===== config.mk =====
export PLATFORM = sky130hd
export DESIGN_NAME = id_ex_stage
export DESIGN_NICKNAME = d
export VERILOG_FILES = /design/src/rtl/rv32i_pkg.sv /design/src/rtl/operand_forward.sv /design/src/rtl/id_ex_stage.sv
export SDC_FILE = /design/constraint.sdc
export NUM_CORES = 1
export LEC_CHECK = 0
export CELL_PAD_IN_SITES_DETAIL_PLACEMENT = 0
export CELL_PAD_IN_SITES_GLOBAL_PLACEMENT = 1
export CORE_ASPECT_RATIO = 0.9
export CORE_MARGIN = 2
export CORE_UTILIZATION = 35
export CTS_CLUSTER_DIAMETER = 50
export CTS_CLUSTER_SIZE = 40
export DETAILED_ROUTE_END_ITERATION = 16
export PLACE_DENSITY_LB_ADDON = 0.1
export SLEW_MARGIN = 20
export SYNTH_ARGS = -nofsm -noshare
export SYNTH_HDL_FRONTEND = slang
export SYNTH_HIERARCHICAL = 1
export SYNTH_SLANG_ARGS = --single-unit

===== constraint.sdc =====
create_clock -name clk -period 2.7 [get_ports clk]
set_input_delay 0.54 -clock clk [delete_from_list [all_inputs] [get_ports clk]]
set_output_delay 0.54 -clock clk [all_outputs]
set_load 0.05 [all_outputs]

===== src/rtl/rv32i_pkg.sv =====
// Shared RV32I opcode constants, ALU function encodings and the
// decode helper used by the ID/EX pipeline register.
package rv32i_pkg;

    localparam logic [6:0] OPC_OP     = 7'b0110011;
    localparam logic [6:0] OPC_OP_IMM = 7'b0010011;
    localparam logic [6:0] OPC_LOAD   = 7'b0000011;
    localparam logic [6:0] OPC_STORE  = 7'b0100011;
    localparam logic [6:0] OPC_LUI    = 7'b0110111;

    localparam logic [2:0] ALU_ADD  = 3'b000;
    localparam logic [2:0] ALU_SLL  = 3'b001;
    localparam logic [2:0] ALU_SLT  = 3'b010;
    localparam logic [2:0] ALU_SLTU = 3'b011;
    localparam logic [2:0] ALU_XOR  = 3'b100;
    localparam logic [2:0] ALU_SR   = 3'b101;
    localparam logic [2:0] ALU_OR   = 3'b110;
    localparam logic [2:0] ALU_AND  = 3'b111;

    typedef struct packed {
        logic [2:0] alu_op;
        logic       alu_sign;
        logic       b_imm;
        logic       uses_rs1;
        logic       uses_rs2;
        logic       reg_write;
        logic       mem_read;
        logic       mem_write;
        logic       illegal;
    } dec_t;

    function automatic dec_t decode(input logic [6:0] opcode,
                                    input logic [2:0] funct3,
                                    input logic       funct7_5);
        dec_t d;
        d = '0;
        case (opcode)
            OPC_OP: begin
                d.alu_op    = funct3;
                d.alu_sign  = (funct3 == ALU_ADD || funct3 == ALU_SR) ? funct7_5 : 1'b0;
                d.uses_rs1  = 1'b1;
                d.uses_rs2  = 1'b1;
                d.reg_write = 1'b1;
            end
            OPC_OP_IMM: begin
                // funct7_5 is an immediate bit for addi etc.; only srai uses it
                d.alu_op    = funct3;
                d.alu_sign  = (funct3 == ALU_SR) ? funct7_5 : 1'b0;
                d.b_imm     = 1'b1;
                d.uses_rs1  = 1'b1;
                d.reg_write = 1'b1;
            end
            OPC_LOAD: begin
                d.alu_op    = ALU_ADD;
                d.b_imm     = 1'b1;
                d.uses_rs1  = 1'b1;
                d.reg_write = 1'b1;
                d.mem_read  = 1'b1;
            end
            OPC_STORE: begin
                d.alu_op    = ALU_ADD;
                d.b_imm     = 1'b1;
                d.uses_rs1  = 1'b1;
                d.uses_rs2  = 1'b1;
                d.mem_write = 1'b1;
            end
            OPC_LUI: begin
                d.alu_op    = ALU_ADD;
                d.b_imm     = 1'b1;
                d.reg_write = 1'b1;
            end
            default: d.illegal = 1'b1;
        endcase
        return d;
    endfunction

endpackage


===== src/rtl/operand_forward.sv =====
// Priority operand select: EX/MEM result, then MEM/WB writeback, then the
// supplied register value; register 0 always yields zero.
module operand_forward #(
    parameter int XLEN = 32
) (
    input  logic [4:0]      addr,
    input  logic [XLEN-1:0] reg_data,
    input  logic            ex_valid,
    input  logic [4:0]      ex_rd,
    input  logic [XLEN-1:0] ex_data,
    input  logic            wb_valid,
    input  logic [4:0]      wb_rd,
    input  logic [XLEN-1:0] wb_data,
    output logic [XLEN-1:0] data
);

    always_comb begin
        data = reg_data;
        if (addr == 5'd0) begin
            data = '0;
        end else if (ex_valid && ex_rd == addr) begin
            data = ex_data;
        end else if (wb_valid && wb_rd == addr) begin
            data = wb_data;
        end
    end

endmodule


===== src/rtl/id_ex_stage.sv =====
// ID/EX pipeline register: decodes ALU/memory controls, forwards operands
// at capture and while stalled, and stalls the decoder on load-use hazards.
module id_ex_stage
    import rv32i_pkg::*;
#(
    parameter int XLEN = 32
) (
    input  logic            clk,
    input  logic            reset,
    input  logic            in_valid,
    output logic            in_ready,
    input  logic [6:0]      opcode,
    input  logic [2:0]      funct3,
    input  logic            funct7_5,
    input  logic [4:0]      rs1_addr,
    input  logic [4:0]      rs2_addr,
    input  logic [4:0]      rd_addr,
    input  logic [XLEN-1:0] rs1_data,
    input  logic [XLEN-1:0] rs2_data,
    input  logic [XLEN-1:0] imm,
    input  logic            flush,
    input  logic            ex_fwd_valid,
    input  logic [4:0]      ex_fwd_rd,
    input  logic [XLEN-1:0] ex_fwd_data,
    input  logic            wb_fwd_valid,
    input  logic [4:0]      wb_fwd_rd,
    input  logic [XLEN-1:0] wb_fwd_data,
    output logic            out_valid,
    input  logic            out_ready,
    output logic [XLEN-1:0] alu_a,
    output logic [XLEN-1:0] alu_b,
    output logic [2:0]      alu_op,
    output logic            alu_sign,
    output logic [XLEN-1:0] store_data,
    output logic [4:0]      rd_out,
    output logic            reg_write,
    output logic            mem_read,
    output logic            mem_write,
    output logic            illegal
);

    dec_t            dec;
    logic            load_use;
    logic            accept;
    logic [XLEN-1:0] cap_rs1;
    logic [XLEN-1:0] cap_rs2;
    logic [XLEN-1:0] hold_rs1;
    logic [XLEN-1:0] hold_rs2;
    logic [4:0]      rs1_q;
    logic [4:0]      rs2_q;
    logic            b_rs2_q;

    assign dec = decode(opcode, funct3, funct7_5);

    assign load_use = out_valid && mem_read && (rd_out != 5'd0) && in_valid &&
                      ((dec.uses_rs1 && rd_out == rs1_addr) ||
                       (dec.uses_rs2 && rd_out == rs2_addr));

    assign in_ready = (!out_valid || out_ready) && !load_use && !flush && !reset;
    assign accept   = in_valid && in_ready;

    operand_forward #(.XLEN(XLEN)) u_cap_rs1 (
        .addr(rs1_addr), .reg_data(rs1_data),
        .ex_valid(ex_fwd_valid), .ex_rd(ex_fwd_rd), .ex_data(ex_fwd_data),
        .wb_valid(wb_fwd_valid), .wb_rd(wb_fwd_rd), .wb_data(wb_fwd_data),
        .data(cap_rs1)
    );

    operand_forward #(.XLEN(XLEN)) u_cap_rs2 (
        .addr(rs2_addr), .reg_data(rs2_data),
        .ex_valid(ex_fwd_valid), .ex_rd(ex_fwd_rd), .ex_data(ex_fwd_data),
        .wb_valid(wb_fwd_valid), .wb_rd(wb_fwd_rd), .wb_data(wb_fwd_data),
        .data(cap_rs2)
    );

    // Held operands fall back to their own stored value when nothing matches;
    // unused sources are stored as x0 so they stay at zero.
    operand_forward #(.XLEN(XLEN)) u_hold_rs1 (
        .addr(rs1_q), .reg_data(alu_a),
        .ex_valid(ex_fwd_valid), .ex_rd(ex_fwd_rd), .ex_data(ex_fwd_data),
        .wb_valid(wb_fwd_valid), .wb_rd(wb_fwd_rd), .wb_data(wb_fwd_data),
        .data(hold_rs1)
    );

    operand_forward #(.XLEN(XLEN)) u_hold_rs2 (
        .addr(rs2_q), .reg_data(store_data),
        .ex_valid(ex_fwd_valid), .ex_rd(ex_fwd_rd), .ex_data(ex_fwd_data),
        .wb_valid(wb_fwd_valid), .wb_rd(wb_fwd_rd), .wb_data(wb_fwd_data),
        .data(hold_rs2)
    );

    // Reset, flush and a drained slot with nothing new all collapse to a bubble.
    always_ff @(posedge clk) begin
        if (reset || flush || (!accept && out_ready)) begin
            out_valid  <= 1'b0;
            alu_a      <= '0;
            alu_b      <= '0;
            alu_op     <= '0;
            alu_sign   <= 1'b0;
            store_data <= '0;
            rd_out     <= '0;
            reg_write  <= 1'b0;
            mem_read   <= 1'b0;
            mem_write  <= 1'b0;
            illegal    <= 1'b0;
            rs1_q      <= '0;
            rs2_q      <= '0;
            b_rs2_q    <= 1'b0;
        end else if (accept) begin
            out_valid  <= 1'b1;
            alu_a      <= dec.uses_rs1 ? cap_rs1 : '0;
            alu_b      <= dec.b_imm ? imm : (dec.uses_rs2 ? cap_rs2 : '0);
            alu_op     <= dec.alu_op;
            alu_sign   <= dec.alu_sign;
            store_data <= dec.uses_rs2 ? cap_rs2 : '0;
            rd_out     <= rd_addr;
            reg_write  <= dec.reg_write;
            mem_read   <= dec.mem_read;
            mem_write  <= dec.mem_write;
            illegal    <= dec.illegal;
            rs1_q      <= dec.uses_rs1 ? rs1_addr : 5'd0;
            rs2_q      <= dec.uses_rs2 ? rs2_addr : 5'd0;
            b_rs2_q    <= dec.uses_rs2 && !dec.b_imm;
        end else if (out_valid) begin
            alu_a      <= hold_rs1;
            store_data <= hold_rs2;
            if (b_rs2_q) begin
                alu_b <= hold_rs2;
            end
        end
    end

endmodule


==> results of run 1 <==
[metal layers]
metal / up-vias / GRT usage / part of all wire
li1: 6366 / - / -
met1: 6422 / 0.389 / 0.42
met2: 564 / 0.512 / 0.47
met3: 84 / 0.0540 / 0.075
met4: 0 / 0.114 / 0.036
met5: - / 0 / 0
[how the worst max path moves through the flow]
stage / endpoint / cells after the start / slack (ps) / startpoint
floorplan: in_ready / 4 / 20 / rd_out[0]$_SDFFE_PP0P_
global placement: alu_b[3]$_SDFFE_PP0P_ / 12 / -450 / rs2_addr[3]
detailed placement: alu_b[3]$_SDFFE_PP0P_ / 12 / -450 / rs2_addr[3]
CTS: in_ready / 5 / 20 / rd_out[0]$_SDFFE_PP0P_
global route: alu_b[30]$_SDFFE_PP0P_ / 13 / -30 / wb_fwd_rd[4]
finish: in_ready / 5 / 70 / rd_out[0]$_SDFFE_PP0P_
[flip-flops by register name (all words and copies together), names as in the netlist]
signal,count
rd_out,5
b_rs2_q,1
out_valid,1
store_data,32
alu_b,32
mem_read,1
mem_write,1
alu_a,32
reg_write,1
rs2_q,5
alu_sign,1
alu_op,3
rs1_q,5
illegal,1
[synthesized netlist by cell type, types with 53 or more instances]
master      n
dfxtp_1   121
nand4_1    69
o22a_1     72
nor3_1    129
nand2_1   102
buf_2      53
clkbuf_1  116
mux2_2     56
mux2i_1    56
a211oi_1   88
o21ai_0   158
a21oi_1    57
nand3_1   148
[kinds of logic after synthesis]
family	synth area share
XOR/XNOR	0.0429
buffers and inverters	0.0809
AND/OR/NAND/NOR	0.233
multiplexers	0.107
AO/OA/AOI/OAI	0.318
flip-flops	0.218
[final cells by class]
type	count	share of cell area
Multi-Input combinational cell	1158	0.470
Timing Repair Buffer	525	0.318
Sequential cell	121	0.144
Tap cell	409	0.0304
Clock buffer	22	0.0294
Clock inverter	10	0.00824
Inverter	1	0.000223
Antenna cell	1	0.000148
[stage by stage]
stage | cell area (µm²) | setup TNS [ps] | setup WS [ps] | util
5_1_grt | 16900 | -31.6 | -31.6 | 0.543
2_1_floorplan | 11100 | 0 | 15.0 | -
6_report | 16900 | 0 | 73.1 | 0.543
3_3_place_gp | 16100 | -31340 | -451 | 0.518
3_5_place_dp | 16100 | -34920 | -452 | 0.518
4_1_cts | 16800 | 0 | 18.6 | 0.539
[repair_timing]
action | CTS | global route
hold buffers | 0 | 0
buffers inserted | 2 | 1
pin swaps | 3 | 2
endpoints found under the setup margin | 2 | 19
resized for setup | 3 | 15
[power groups by stage]
stage / clock network, W / registers (W) / logic (W)
global route: 0.00264 / 0.00179 / 0.00158
detailed placement: 0 / 0.00183 / 0.00147
floorplan: 0 / 0.00184 / 0.000592
CTS: 0.00258 / 0.00179 / 0.00148
finish: 0.00254 / 0.00179 / 0.00150
global placement: 0 / 0.00183 / 0.00147
[worst max-delay path, cell delays in order (launching register included)]
cell,delay [ps]
dfxtp_1,370
or4_1,620
o211ai_4,240
nor2_2,80
nor2b_1,150
buf_6,180
==> reports/metrics.cfg, run 1 <==
[clocking]
clk_latency_ps=440
clockRootBuffer=clkbuf_16
cts_made_buffers=17
cts_tree=done
clk_path_buf_depth=2
clock_sinks=121
h-tree-depth=4
clkTransAtPathRegs_ps=60

[setup_path]
cp-end-kind=primary output
cp.arrival_ps=2090
reg2reg_depth=9
start_kind=flop
r2r_end=store_data[11]$_SDFFE_PP0P_
cp_max_fo=5
required_ps=2160
r2r_slack_ps=380
r2r-start=rs2_q[3]$_SDFFE_PP0P_
critical_path_class=flop to primary output

[power]
power.leakage_nw=5.05
cellPowerDensity_mw_per_mm2=346
clock_power_share=0.436
power_frac_comb=0.257
power_w=0.00584
p_switching_w=0.00177
p_int_w=0.00407
switching_share=0.303
ir_drop_mv=0.460
seqPwrFrac=0.307

[placement]
place_inst=2211
hpwlAfterDp_um=39000
globalplace.congestion=0.897
portBuffers=313

[detailed_routing]
dr.first_iter.drc_count=1083
ant_nets=0
post_drt_wl_per_cell_um=23.2
via_per_inst=5.98
firstDrtPassIters=5
vias=13400
wirelength_um=52100
drc_errors=0

[hold_path]
worstHoldStart=alu_op[0]$_SDFFE_PP0P_
worstHoldEndpoint=alu_op[0]$_SDFFE_PP0P_
hp-class=flop to flop
hold_depth=2

[global_route]
first_global_vias=13100
grt_max_degree=77
grt_pass1_wl_um=78100
grt_antenna_before_repair=0
globalRouteTotalUtil=0.305
grt.overflow.total=0

[timing]
hold_viol_final=0
fin_crit_ps=2630
max_freq_mhz=381
drv_slew=0
skew_ps=8.90
worst_slew_pin_slew_ps=597
setup_viol=0
fin_hold_ws_ps=455
maxSlewHeadroom=0.602
finalCritPeriodShare=0.973
rsz0062_at_grt=true

[layout]
finalNonFillerCells=2247
syn_to_final_growth_pct=51.7
finalNetCount=2027
regArea_mm2=0.00243
drive_above_1_share=0.200
fill_cells=2975
multi_input_area_mm2=0.00792
layout_common_cells=307 x clkdlybuf4s50_1, 161 x buf_4, 158 x o21ai_0, 148 x nand3_1, 129 x nor3_1
mostFrequentLayoutCell=clkdlybuf4s50_1

[synthesis]
netlist.area_leader.share=0.218
synth_area_leaders=dfxtp_1 22%, o21ai_0 7.1%, nand3_1 6.7%, a211oi_1 5.9%, nor3_1 5.8%
synth_async_sr_flop_share=0
ys_ff_latch=121
syn_avg_cell_area_um2=7.54
synth_edf_count=0
yosysWarnings=6
yosys.area.top_type=dfxtp_1
seq_area_frac_synth=0.218
ys_types=48
syn-num-nets=1677
yosys_most_used_dff=dfxtp_1
syn-cell-area_mm2=0.0111
synthCells=1474

[floorplan]
rows=61
dieArea_mm2=0.0332
die_h_um=173
initial_core_util=0.358
io_pins=314
die_w_um=192
core_mm2=0.0311

[flow_run]
drv_cap=0

[status]
outcome=completed

(Power assumes the default switching activity.)
==> run 2, diff against run 1 <==
--- a/config.mk
+++ b/config.mk
@@ -9,10 +9,11 @@
 export CELL_PAD_IN_SITES_GLOBAL_PLACEMENT = 1
 export CORE_ASPECT_RATIO = 0.9
 export CORE_MARGIN = 2
-export CORE_UTILIZATION = 35
+export CORE_UTILIZATION = 32
 export CTS_CLUSTER_DIAMETER = 50
 export CTS_CLUSTER_SIZE = 40
 export DETAILED_ROUTE_END_ITERATION = 16
+export GPL_TIMING_DRIVEN = 0
 export PLACE_DENSITY_LB_ADDON = 0.1
 export SLEW_MARGIN = 20
 export SYNTH_ARGS = -nofsm -noshare
==> constraint.sdc (replaced) <==
create_clock -name clk -period 2.3 [get_ports clk]
set_input_delay 0.46 -clock clk [delete_from_list [all_inputs] [get_ports clk]]
set_output_delay 0.46 -clock clk [all_outputs]
set_load 0.05 [all_outputs]
==> reports/metrics.cfg, run 2 (synthesis gave the netlist of run 1 again) <==
[status]
outcome=complete, but fails checks
violations=setup timing

[placement]
portBuffers=311
globalplace.congestion=0.928
hpwlAfterDp_um=47000
place_area_mm2=0.0148

[layout]
finalNetCount=2053
drive_above_1_share=0.226
fill_cells=3419
mostFrequentLayoutCell=clkdlybuf4s50_1
layout_common_cells=286 x clkdlybuf4s50_1, 148 x o21ai_0, 146 x nand3_1, 128 x nor3_1, 111 x dfxtp_1
utilization=0.498
syn_to_final_growth_pct=52.9
fin_area_mm2=0.0170
largestRegisters=alu_a (32), alu_b (32), store_data (32)

[floorplan]
die_h_um=181
initial_core_util=0.326
rows=64
dieArea_mm2=0.0362
die_w_um=200
core_mm2=0.0341
io_pins=314

[timing]
finalCritPeriodShare=1.05
max_freq_mhz=415
hold_viol_final=0
maxSlewHeadroom=0.450
rsz0062_at_grt=true
skew_ps=12.9
fin_crit_ps=2410
worst_slew_pin_slew_ps=826
drv_slew=0
finalWorstSetupSlack_ps=-110
setup_viol=34

[clocking]
cts_tree=done
clk_path_buf_depth=2
clock_sinks=121
clkTransAtPathRegs_ps=60
cts_made_buffers=17
cts_hold_buf=0
clockRootBuffer=clkbuf_16
clk_latency_ps=450
h-tree-depth=4

[detailed_routing]
wirelength_um=60700
via_per_inst=6.06
vias=14100
firstDrtPassIters=6
post_drt_wl_per_cell_um=26.1
drc_errors=0
ant_nets=0
dr.first_iter.drc_count=1403

[power]
power_w=0.00655
power.leakage_nw=4.92
ir_drop_mv=0.506
cellPowerDensity_mw_per_mm2=386

[setup_path]
start_kind=flop
r2r-start=rd_out[0]$_SDFFE_PP0P_
cp-end-kind=primary output
required_ps=1840
r2r_end=alu_b[13]$_SDFFE_PP0P_
reg2reg_depth=10
critical_path_class=flop to primary output
r2r_slack_ps=-80
cp_max_fo=4
cp.arrival_ps=1950
crit_start=rd_out[0]$_SDFFE_PP0P_
crit_end=in_ready

[global_route]
grt_antenna_before_repair=3
grt.overflow.total=0
grt_pass1_wl_um=87700
first_global_vias=13700
grt_max_degree=17
globalRouteTotalUtil=0.322

[flow_run]
drv_cap=0

[hold_path]
hp-class=input port to flop

-- run 2: cell types whose count changed in the layout (fill, tap and decap cells not counted), moves of 21 or more --
cell / before / now
buf_12: 50 / 18
buf_6: 3 / 28
buf_2: 0 / 38
clkbuf_1: 1 / 78
clkdlybuf4s50_1: 307 / 286
buf_4: 161 / 34
clkbuf_2: 0 / 32
a211oi_1: 83 / 61
-- run 2: stage by stage --
stage	worst slack (ps)	hold slack, ps	cells	TNS, ps
6_report	-110	361	2325	-1220
3_5_place_dp	-1330	448	2247	-116750
2_1_floorplan	-49.3	459	1474	-49.3
4_1_cts	-149	426	2319	-4960
3_3_place_gp	-1330	444	2247	-115630
5_1_grt	-173	366	2324	-6240
-- run 2: how the worst min path moves through the flow --
stage	start	endpoint	cells after the start
after floorplan	b_rs2_q$_SDFFE_PP0P_	b_rs2_q$_SDFFE_PP0P_	2
after global placement	mem_write$_SDFFE_PP0P_	mem_write$_SDFFE_PP0P_	2
after detailed placement	alu_b[22]$_SDFFE_PP0P_	alu_b[22]$_SDFFE_PP0P_	1
after CTS	opcode[4]	b_rs2_q$_SDFFE_PP0P_	3
after global routing	rs2_addr[3]	rs2_q[3]$_SDFFE_PP0P_	3
final	rs2_addr[3]	rs2_q[3]$_SDFFE_PP0P_	3
-- run 2: layer usage --
metal,routed length [µm],up-vias,track usage
li1,-,6412,-
met1,27300,6885,0.447
met2,26200,690,0.489
met3,4750,109,0.0630
met4,2360,2,0.127
met5,10,-,0
-- run 2: final cells by class --
| type | count | area, µm² | share of cell area |
|---|---|---|---|
| timing repair buffer | 363 | 3660 | 0.216 |
| clock inverter | 5 | 35.0 | 0.00206 |
| tap | 462 | 578 | 0.0340 |
| inverter | 1 | 3.75 | 0.000221 |
| buffer | 188 | 1180 | 0.0696 |
| multi-input combinational | 1158 | 8560 | 0.503 |
| antenna | 1 | 2.50 | 0.000147 |
| clock buffer | 26 | 529 | 0.0311 |
| sequential | 121 | 2440 | 0.144 |
-- run 2: repair_timing --
action / in CTS / in global routing
gates cloned: 6 / 2
setup endpoints to repair: 122 / 121
buffers inserted: 35 / 15
pin swaps: 20 / 48
hold endpoints to repair: 0 / 0
resized for setup: 192 / 216
-- run 2: where the power goes --
| part | leakage [nW] | switching, W | internal [W] |
|---|---|---|---|
| clock | 0.267 | 0.00110 | 0.00157 |
| sequential | 0.980 | 0.00000543 | 0.00210 |
| combinational | 3.68 | 0.00104 | 0.000734 |
| total | 4.92 | 0.00215 | 0.00440 |
-- run 2: worst max-delay path, cell delays in order (launching register included) --
cell and delay, ps:
dfxtp_4 350, or4_4 570, o211ai_4 230, nor2_4 70, nor2b_2 120, buf_6 170
==> run 3, diff against run 2 <==
--- a/config.mk
+++ b/config.mk
@@ -5,6 +5,7 @@
 export SDC_FILE = /design/constraint.sdc
 export NUM_CORES = 1
 export LEC_CHECK = 0
+export ABC_CLOCK_PERIOD_IN_PS = 2300
 export CELL_PAD_IN_SITES_DETAIL_PLACEMENT = 0
 export CELL_PAD_IN_SITES_GLOBAL_PLACEMENT = 1
 export CORE_ASPECT_RATIO = 0.9
==> constraint.sdc (replaced) <==
create_clock -name clk -period 2.3 [get_ports clk]
set_input_delay 0.23 -clock clk [delete_from_list [all_inputs] [get_ports clk]]
set_output_delay 0.23 -clock clk [all_outputs]
set_load 0.05 [all_outputs]
==> reports/metrics.cfg, run 3 (synthesis gave the netlist of run 1 again) <==
[floorplan]
initial_core_util=0.326
die_h_um=181
rows=64
die_w_um=200
io_pins=314
dieArea_mm2=0.0362
core_mm2=0.0341

[setup_path]
path_cells=or4_4 > o211ai_4 > nor2_4 > nor2b_2 > buf_6
cp_max_fo=5
crit_family=simple AND/OR/NAND/NOR gates
slowest_delay_ps=580
start_kind=flop
critical_path_class=flop to primary output
required_ps=2070
cp.arrival_ps=2040
cp_slowest_cell=or4_4
worstPathBufferInverterCount=1
cp-end-kind=primary output

[timing]
fin_hold_ws_ps=163
setup_tns_ps=0
maxSlewHeadroom=0.423
worst_slew_pin_slew_ps=865
drv_slew=0
hold_viol_final=0
finalCritPeriodShare=0.988
max_freq_mhz=440
fin_crit_ps=2270
skew_ps=14.1
setup_viol=0
rsz0062_at_grt=true

[flow_run]
drv_cap=0

[layout]
layout_common_cells=292 x clkdlybuf4s50_1, 156 x o21ai_0, 148 x nand3_1, 128 x nor3_1, 111 x dfxtp_1
syn_to_final_growth_pct=43.2
regArea_mm2=0.00244
multi_input_area_mm2=0.00808
fin_area_mm2=0.0159
finalNetCount=2020
fill_cells=3540
drive_above_1_share=0.173
mostFrequentLayoutCell=clkdlybuf4s50_1
largestRegisters=alu_a (32), alu_b (32), store_data (32)

[power]
clock_power_share=0.417
p_switching_w=0.00210
power.leakage_nw=4.44
power_frac_comb=0.255
seqPwrFrac=0.328
ir_drop_mv=0.502
cellPowerDensity_mw_per_mm2=403
switching_share=0.327
p_int_w=0.00432

[global_route]
grt_antenna_before_repair=6
first_global_vias=13300
grt_pass1_wl_um=85700
globalRouteTotalUtil=0.315
grt.overflow.total=0
grt_max_degree=17

[clocking]
clk_latency_ps=450
clockRootBuffer=clkbuf_16
cts_tree=done
cts_made_buffers=17
clkTransAtPathRegs_ps=60
clock_sinks=121
cts_hold_buf=0
h-tree-depth=4
clk_path_buf_depth=2

[detailed_routing]
firstDrtPassIters=5
ant_nets=0
via_per_inst=6.00
vias=13800
dr.first_iter.drc_count=1197
post_drt_wl_per_cell_um=25.7
wirelength_um=59100
drc_errors=0

[hold_path]
hp-class=input port to flop

[placement]
hpwlAfterDp_um=47000
place_area_mm2=0.0148
globalplace.congestion=0.928
portBuffers=311

[status]
outcome=completed

## run 3: cell types whose count changed in the layout (fill, tap and decap cells not counted), moves of 8 or more
cell and delta:
buf_12 -16, o2bb2ai_1 +15, o2bb2ai_2 -14, buf_6 -12
mux2_2 +12, mux2_4 -12, a211oi_1 +11, a211oi_2 -9
nor2_1 +9, nor2_2 -8, o21ai_0 +8
## run 3: worst paths after layout
path	start	end	slack, ps	depth (start not counted)
worst max-delay path	rd_out[3]$_SDFFE_PP0P_	in_ready	30	5
worst min register to register	mem_write$_SDFFE_PP0P_	mem_write$_SDFFE_PP0P_	460	2
worst min-delay path	rs2_addr[4]	rs2_q[4]$_SDFFE_PP0P_	160	3
worst max register to register	rd_out[3]$_SDFFE_PP0P_	alu_a[31]$_SDFFE_PP0P_	60	8
## run 3: repair_timing
| action | CTS | global route |
|---|---|---|
| pin swaps | 8 | 21 |
| gates resized for setup | 73 | 130 |
| setup buffers | 12 | 4 |
| gates cloned | 0 | 0 |
| endpoints found under the setup margin | 121 | 117 |
## run 3: cell type report
class,count,area share
Timing Repair Buffer,327,0.201
Clock buffer,26,0.0332
Clock inverter,5,0.00220
Antenna cell,3,0.000472
Tap cell,462,0.0363
Buffer,191,0.0652
Inverter,1,0.000236
Multi-Input combinational cell,1158,0.508
Sequential cell,121,0.153
## run 3: power groups by stage
| stage | Clock (W) | Combinational [W] | Sequential (W) |
|---|---|---|---|
| after floorplan | 0 | 0.000696 | 0.00217 |
| after global placement | 0 | 0.00153 | 0.00215 |
| after detailed placement | 0 | 0.00153 | 0.00215 |
| after CTS | 0.00270 | 0.00157 | 0.00211 |
| after global routing | 0.00278 | 0.00172 | 0.00210 |
| final | 0.00268 | 0.00164 | 0.00210 |
## run 3: tightest hold or removal path, cell delays in order
cell and delay, ps:
clkbuf_2 170, nand3_1 100, a21oi_1 60
## run 3: layer usage
metal  vias to the layer above  track usage  wire length (µm)
met1                      6665        0.433             27000
met4                         2        0.132              2430
met3                       106       0.0693              4470
met2                       652        0.474             25100
met5                         -            0                13
li1                       6338            -                 -
## run 3: per-stage QoR
step / util / total power, W / cells / setup slack [ps]
after global placement: 0.434 / 0.00368 / 2247 / -1100
final: 0.467 / 0.00642 / 2294 / 27.7
after CTS: 0.458 / 0.00637 / 2290 / -47.7
after floorplan: - / 0.00286 / 1474 / 105
after detailed placement: 0.434 / 0.00368 / 2247 / -1100
after global routing: 0.467 / 0.00660 / 2293 / -27.8
